### src/rtl/id_ex_stage.sv
`default_nettype none
// ============================================================================
//  Module   : id_ex_stage
//  Purpose  : ID->EX pipeline register with valid/ready handshake, EX/MEM and
//             MEM/WB operand forwarding, load-use bubbles and branch flush.
//  Revision : 1.0  initial release
// ============================================================================
module id_ex_stage #(
  parameter int DATA_WIDTH = 32,
  parameter int REG_AW     = 5
) (
  input  logic                  clk,
  input  logic                  rst,
  // ID side
  input  logic                  in_valid,
  output logic                  in_ready,
  input  logic [DATA_WIDTH-1:0] in_pc,
  input  logic [REG_AW-1:0]     in_rs1,
  input  logic [REG_AW-1:0]     in_rs2,
  input  logic [DATA_WIDTH-1:0] in_rs1_val,
  input  logic [DATA_WIDTH-1:0] in_rs2_val,
  input  logic [DATA_WIDTH-1:0] in_imm,
  input  logic                  in_use_rs1,
  input  logic                  in_use_rs2,
  input  logic [REG_AW-1:0]     in_rd,
  input  logic                  in_rd_wen,
  input  logic                  in_is_load,
  input  logic [3:0]            in_alu_ctr,
  input  logic [1:0]            in_asrc,
  input  logic                  in_bsrc,
  input  logic                  flush,
  // bypass network
  input  logic                  exm_valid,
  input  logic                  exm_wen,
  input  logic                  exm_is_load,
  input  logic [REG_AW-1:0]     exm_rd,
  input  logic [DATA_WIDTH-1:0] exm_result,
  input  logic                  wb_valid,
  input  logic                  wb_wen,
  input  logic [REG_AW-1:0]     wb_rd,
  input  logic [DATA_WIDTH-1:0] wb_result,
  // EX side
  output logic                  out_valid,
  input  logic                  out_ready,
  output logic [DATA_WIDTH-1:0] alu_a,
  output logic [DATA_WIDTH-1:0] alu_b,
  output logic [3:0]            alu_ctr,
  output logic [DATA_WIDTH-1:0] ex_pc,
  output logic [DATA_WIDTH-1:0] ex_store_data,
  output logic [REG_AW-1:0]     ex_rd,
  output logic                  ex_rd_wen,
  output logic                  ex_is_load
);

  localparam logic [1:0] C_ASRC_RS1 = 2'd0;
  localparam logic [1:0] C_ASRC_PC  = 2'd1;

  logic                  valid_q;
  logic [DATA_WIDTH-1:0] pc_q, rs1_val_q, rs2_val_q, imm_q;
  logic [REG_AW-1:0]     rs1_q, rs2_q, rd_q;
  logic                  use_rs1_q, use_rs2_q, rd_wen_q, is_load_q, bsrc_q;
  logic [3:0]            alu_ctr_q;
  logic [1:0]            asrc_q;

  logic [DATA_WIDTH-1:0] fwd_rs1_d, fwd_rs2_d;
  logic                  exm_fwd_ok, wb_fwd_ok, exm_load_pending;
  logic                  load_use, fire_in, fire_out;

  // A load in EX/MEM has no data yet, so it may only stall, never forward.
  assign exm_fwd_ok       = exm_valid & exm_wen & ~exm_is_load;
  assign exm_load_pending = exm_valid & exm_wen & exm_is_load;
  assign wb_fwd_ok        = wb_valid & wb_wen;

  // Bypass mux per source: EX/MEM beats MEM/WB beats stored value; x0 never forwarded.
  always_comb begin
    fwd_rs1_d = rs1_val_q;
    if (exm_fwd_ok && exm_rd == rs1_q && rs1_q != '0)
      fwd_rs1_d = exm_result;
    else if (wb_fwd_ok && wb_rd == rs1_q && rs1_q != '0)
      fwd_rs1_d = wb_result;

    fwd_rs2_d = rs2_val_q;
    if (exm_fwd_ok && exm_rd == rs2_q && rs2_q != '0)
      fwd_rs2_d = exm_result;
    else if (wb_fwd_ok && wb_rd == rs2_q && rs2_q != '0)
      fwd_rs2_d = wb_result;
  end

  // Bubble while a source actually read waits on a load still in EX/MEM.
  assign load_use = valid_q & exm_load_pending &
                    ((use_rs1_q & (exm_rd == rs1_q) & (rs1_q != '0)) |
                     (use_rs2_q & (exm_rd == rs2_q) & (rs2_q != '0)));

  assign out_valid = valid_q & ~load_use;
  assign fire_out  = out_valid & out_ready;
  assign in_ready  = ~valid_q | fire_out;
  assign fire_in   = in_valid & in_ready & ~flush;

  // Operand A select: rs1, PC or zero.
  always_comb begin
    alu_a = '0;
    case (asrc_q)
      C_ASRC_RS1: alu_a = fwd_rs1_d;
      C_ASRC_PC:  alu_a = pc_q;
      default:    alu_a = '0;
    endcase
  end

  assign alu_b         = bsrc_q ? imm_q : fwd_rs2_d;
  assign ex_store_data = fwd_rs2_d;
  assign alu_ctr       = alu_ctr_q;
  assign ex_pc         = pc_q;
  assign ex_rd         = rd_q;
  assign ex_rd_wen     = rd_wen_q;
  assign ex_is_load    = is_load_q;

  // Pipeline register: flush > accept > issue > sticky operand refresh while held.
  always_ff @(posedge clk or posedge rst) begin
    if (rst) begin
      valid_q   <= 1'b0;
      pc_q      <= '0;
      rs1_q     <= '0;
      rs2_q     <= '0;
      rs1_val_q <= '0;
      rs2_val_q <= '0;
      imm_q     <= '0;
      use_rs1_q <= 1'b0;
      use_rs2_q <= 1'b0;
      rd_q      <= '0;
      rd_wen_q  <= 1'b0;
      is_load_q <= 1'b0;
      alu_ctr_q <= 4'b0000;
      asrc_q    <= 2'b00;
      bsrc_q    <= 1'b0;
    end else if (flush) begin
      valid_q <= 1'b0;
    end else if (fire_in) begin
      valid_q   <= 1'b1;
      pc_q      <= in_pc;
      rs1_q     <= in_rs1;
      rs2_q     <= in_rs2;
      rs1_val_q <= in_rs1_val;
      rs2_val_q <= in_rs2_val;
      imm_q     <= in_imm;
      use_rs1_q <= in_use_rs1;
      use_rs2_q <= in_use_rs2;
      rd_q      <= in_rd;
      rd_wen_q  <= in_rd_wen;
      is_load_q <= in_is_load;
      alu_ctr_q <= in_alu_ctr;
      asrc_q    <= in_asrc;
      bsrc_q    <= in_bsrc;
    end else if (fire_out) begin
      valid_q <= 1'b0;
    end else if (valid_q) begin
      rs1_val_q <= fwd_rs1_d;
      rs2_val_q <= fwd_rs2_d;
    end
  end

endmodule
`default_nettype wire

### config.mk
export PLATFORM = sky130hd
export DESIGN_NAME = id_ex_stage
export DESIGN_NICKNAME = d
export VERILOG_FILES = /design/src/rtl/id_ex_stage.sv
export SDC_FILE = /design/constraint.sdc
export NUM_CORES = 1
export LEC_CHECK = 0
export BUFFER_PORTS_ARGS = -buffer_cell sky130_fd_sc_hd__buf_2
export CAP_MARGIN = 20
export CORE_AREA = 2 2 145 147
export CTS_BUF_LIST = sky130_fd_sc_hd__clkbuf_4
export CTS_CLUSTER_SIZE = 25
export DETAILED_ROUTE_END_ITERATION = 12
export DIE_AREA = 0 0 147 149
export PLACE_DENSITY = 0.8
export REMOVE_ABC_BUFFERS = 1
export SYNTH_ARGS = -nofsm -noshare
export SYNTH_HDL_FRONTEND = slang
export SYNTH_SLANG_ARGS = --single-unit
### constraint.sdc
create_clock -name clk -period 6.3 [get_ports clk]
set_input_delay 0.945 -clock clk [delete_from_list [all_inputs] [get_ports clk]]
set_output_delay 0.945 -clock clk [all_outputs]
set_load 0.05 [all_outputs]
Word level (Yosys, flattened, before mapping)
Index checks and enable logic that the tools add are counted.
{"block": "totals", "reg_bits": 155, "latchBits": 0, "ramBits": 0, "rom_bits": 0, "input_bits": 238, "output_inout_bits": 141, "wordCells": 71, "mem_count": 0}
{"block": "op_classes", "addsub": 0, "n_mul": 0, "div": 0, "order_cmp": 0, "eq_ne": 6, "shift": 0, "muxes": 15, "bitwise_logic": 20, "n_reduce_logical": 15}
{"operator": "$mux 32", "count": 11}
{"operator": "$pmux 32 s2", "count": 1}
{"operator": "$eq 5x5->1", "count": 4}
{"operator": "$and 1x1->1", "count": 14}
{"operator": "$reduce_bool 5->1", "count": 2}
{"operator": "$logic_and 1x1->1", "count": 8}
{"operator": "$not 1->1", "count": 4}
{"operator": "$mux 1", "count": 3}
{"operator": "$reduce_and 3->1", "count": 1}
{"operator": "$reduce_bool 3->1", "count": 1}
{"operator": "$eq 2x1->1 const B", "count": 1}
{"operator": "$logic_not 2->1", "count": 1}
{"operator": "$ne 2x2->1 const B", "count": 1}
{"operator": "$or 1x1->1", "count": 2}
{"operator": "$reduce_and 2->1", "count": 1}
{"operator": "$reduce_bool 2->1", "count": 1}

Logic depth before layout (Yosys ltp)
{"block": "logic_depth", "depth_word": 13, "depth_mapped": 7, "ltp_nobuf": 5}

Worst setup path before layout
No wires, ideal clock.
{"block": "synth_timing", "kind": "in2out", "start": "input port exm_rd[3]", "end": "output port alu_b[10]", "t_arrival_ps": 3032, "t_required_ps": 5355, "slack_ps": 2323, "cell_stages": 7, "n_path_buf": 2, "cell_sequence": "xor2_1 > nor4_4 > and3_1 > clkbuf_1 > clkbuf_1 > o31ai_1 > o21ai_1"}
{"block": "synth_via", "elab_chain_cells": 5}
{"element": "from (decl)", "line": "36", "text": "input logic [REG_AW-1:0] exm_rd,"}
{"element": "$eq 5x5->1", "line": "83", "text": "if (exm_fwd_ok && exm_rd == rs2_q && rs2_q != '0)"}
{"element": "$logic_and 1x1->1 (2 in a row)", "line": "83"}
{"element": "$mux 32", "line": "83"}
{"element": "$mux 32", "line": "109", "text": "assign alu_b = bsrc_q ? imm_q : fwd_rs2_d;"}
{"element": "to (decl)", "line": "46", "text": "output logic [DATA_WIDTH-1:0] alu_b,"}
Every way passes these cells.

Worst setup path after layout
{"block": "layout_timing", "start": "input port wb_rd[2]", "end": "output port ex_store_data[15]"}
{"block": "layout_via", "elab_chain_cells": 5}
{"element": "from (decl)", "line": "40", "text": "input logic [REG_AW-1:0] wb_rd,"}
{"element": "$eq 5x5->1", "line": "85", "text": "else if (wb_fwd_ok && wb_rd == rs2_q && rs2_q != '0)"}
{"element": "$logic_and 1x1->1 (2 in a row)", "line": "85"}
{"element": "$mux 32", "line": "85"}
{"element": "$mux 32", "line": "83"}
{"element": "to (decl)", "line": "49", "text": "output logic [DATA_WIDTH-1:0] ex_store_data,"}
Every way passes these cells.

==> out/metrics.cfg <==
[pwr]
p_clk_frac=0.161
powerDensity_mw_per_mm2=290
p_total_w=0.00361
p_int_w=0.00181
cellLeakagePower_nw=5.83
ir_drop_mv=0.230
pwr-share-seq=0.346
comb_power_share=0.493
net-switching-power_w=0.00180
switching_share=0.499

[logic_synthesis]
synthAdderAreaFrac=0
ys_seq_area_frac=0.387
yosysTopAreaCell=dfrtp_1
synth.most_common_cell=dfrtp_1
yosys_warnings=0
synth_simple_gate_area_frac=0.179
synthCells=1152
ys_ff_latch=155
synth.avg_cell_area_um2=8.71
synth_top_family_by_area=compound AO/OA/AOI/OAI gates
async_flop_share=1.00
yosys-top-cells-count=dfrtp_1, inv_1, nand4_1, clkbuf_1, mux2_1
netlist_area_mm2=0.0100
synth-compound-area-share=0.210
synth_edf_count=0
synth_top_area_frac=0.387
synth-xor-area-share=0.0155
synth.area.top_cells=dfrtp_1, mux2_1, nand4_1, inv_1, o221ai_1
synthFlopType=dfrtp_1
yosys-mux-area-fraction=0.101
ys_types=31

[timing]
rsz0062_at_grt=no
fmax_mhz=224
maxSlewViolCount=0
finalClockSkew_ns=0.0271
setup_tns_ns=0
period_share=0.709
final_hold_viol_count=0
setup_violations=0
period_minus_slack_ns=4.47
relSlewSlack=0.309
tightest_slew_ns=1.04

[outcome]
status=finished clean

[placement]
dp_hpwl_um=27300
gp_congestion=0.930
io_buffers=378

[detailed_routing]
drt_iter0_markers=1050
wl_per_cell_um=22.1
drc_errors=0
vias_per_cell=6.31
drtPass1Iterations=6
routed_wl_um=38500
vias=11005
ant_nets=0

[global_route]
grtUsageTotal=0.338
grt_start_max_net_pins=96
overflow=0
antenna_found_initial=8
grt_pass1_wl_um=58000
grt_pass1_vias=10690

[floorplan]
pin_count=379
rows=53
fp.dieW_um=147
start_util=0.488
core-area_mm2=0.0206
die-area_mm2=0.0219
die_h_um=149

[setup_path]
start_kind=primary input
r2r_setup_slack_ns=2.62
path_cells=buf_2 > xnor2_2 > and3_1 > buf_4 > a31oi_1 > o31ai_1 > inv_1 > buf_2
crit_buf_inv=4
ff2ff_path_depth=8
crit_slowest_cell=and3_1
crit_type=primary input to output pin
r2r_end=rs2_val_q[26]
cp_data_required_time_ns=5.35
cp_max_fo=22
slowest_delay_ns=0.67
crit_arrival_ns=3.52
crit_path_end_kind=output pin
timing.rr.start=rs1_q[1]
cp_top_family=buffers and inverters
cpMostUsedCell=buf_2

[clocking]
cts-buffers-inserted=17
cts_sinks=155
cts_resized=0
insertion_delay_ns=0.59
clk_pin_slew_ns=0.15
ctsHoldBuffers=0
clockBufferDepth=2
cts_tree=yes
cts-root-buf=clkbuf_4
htree_levels=4
post_cts_buffers=0

[final_layout]
syn_to_final_growth_pct=24.2
layout.area.seq_mm2=0.00388
multi_input_area_mm2=0.00514
final.fill_count=1868
final_nets=1689
layout-drive-gt1-share=0.316

[min_path]
holdCritPathClass=primary input to async pin

[run]
maxCapViolCount=0

stage by stage:
stage | utilization | cells | hold WS, ns | area, µm² | setup WS, ns
2_1_floorplan | - | 1022 | 0.456 | 9510 | -1.68
3_3_place_gp | 0.584 | 1699 | 0.468 | 12000 | 1.73
4_1_cts | 0.600 | 1734 | 0.513 | 12300 | 1.82
3_5_place_dp | 0.588 | 1702 | 0.476 | 12100 | 1.83
5_1_grt | 0.605 | 1740 | 0.509 | 12400 | 1.61
6_report | 0.606 | 1744 | 0.510 | 12500 | 1.83
area by class of cell:
class                   count  share of cell area
diodes                      5             0.00100
clock buffers              18              0.0108
clock inverters            14             0.00884
inverters                 150              0.0456
multi-input cells         717               0.413
flip-flops and latches    155               0.312
well taps                 275              0.0276
repair buffers            410               0.182
worst max path at each step:
| stage | startpoint | end | slack [ns] | cells after the start |
|---|---|---|---|---|
| 2_1_floorplan | exm_rd[4] | rs1_val_q[0] | -1.68 | 5 |
| 3_3_place_gp | exm_rd[4] | alu_b[11] | 1.73 | 8 |
| 3_5_place_dp | wb_rd[4] | alu_a[8] | 1.83 | 8 |
| 4_1_cts | wb_rd[4] | alu_a[8] | 1.82 | 8 |
| 5_1_grt | rs1_q[1] | alu_a[4] | 1.61 | 6 |
| 6_report | wb_rd[2] | ex_store_data[15] | 1.83 | 8 |
layer usage:
metal | part of all wire | GRT usage | up-vias
met2 | 0.48 | 0.572 | 696
met1 | 0.38 | 0.409 | 5194
li1 | - | - | 4957
met5 | 0.0014 | 0 | -
met3 | 0.092 | 0.0810 | 150
met4 | 0.045 | 0.162 | 8
worst reg2reg max path, stage by stage (launching register included):
cell,delay [ns]
dfrtp_1,0.48
nor4_2,0.49
o21ai_2,0.13
buf_4,0.28
a32oi_4,0.25
buf_4,0.37
a21o_2,0.80
buf_4,0.53
o221ai_1,0.20
power by group through the flow:
stage          Sequential (W)  Clock, W  Combinational (W)
6_report              0.00125  0.000583            0.00178
5_1_grt               0.00127  0.000633            0.00189
4_1_cts               0.00126  0.000591            0.00173
3_5_place_dp          0.00128         0            0.00173
3_3_place_gp          0.00127         0            0.00169
2_1_floorplan         0.00144         0            0.00107
kinds of logic (layout without fill, tap and decap cells):
| kind of cell | after synthesis | in the layout |
|---|---|---|
| AND/OR/NAND/NOR | 314 | 314 |
| AO/OA/AOI/OAI | 297 | 297 |
| buffers and inverters | 280 | 592 |
| flip-flops | 155 | 155 |
| multiplexers | 90 | 90 |
| XOR/XNOR | 16 | 16 |
| other | 0 | 5 |
cells in the final DEF, fill, tap and decap left out, types with 24 or more instances in the layout:
cell type  netlist  final
a31oi_1         65     64
nand2_1         85     85
dfrtp_1        155    154
o21ai_1         36     32
o311ai_1        32     32
nand4_1        130    130
a21oi_1         32     32
nor4_1          36     36
o31ai_1         64     64
mux2_1          90     90
o221ai_1        64     64
buf_2           26    378
buf_4            0     24
inv_1          150    149
registers in the layout, summed over array words and instances (netlist names):
name / flops
ex_is_load: 1
rs1_q: 5
use_rs1_q: 1
valid_q: 1
ex_pc: 32
asrc_q: 2
rs2_q: 5
rs1_val_q: 32
ex_rd: 5
alu_ctr: 4
ex_rd_wen: 1
bsrc_q: 1
rs2_val_q: 32
imm_q: 32
use_rs2_q: 1
No activity file was read; power rests on OpenSTA's default activity.
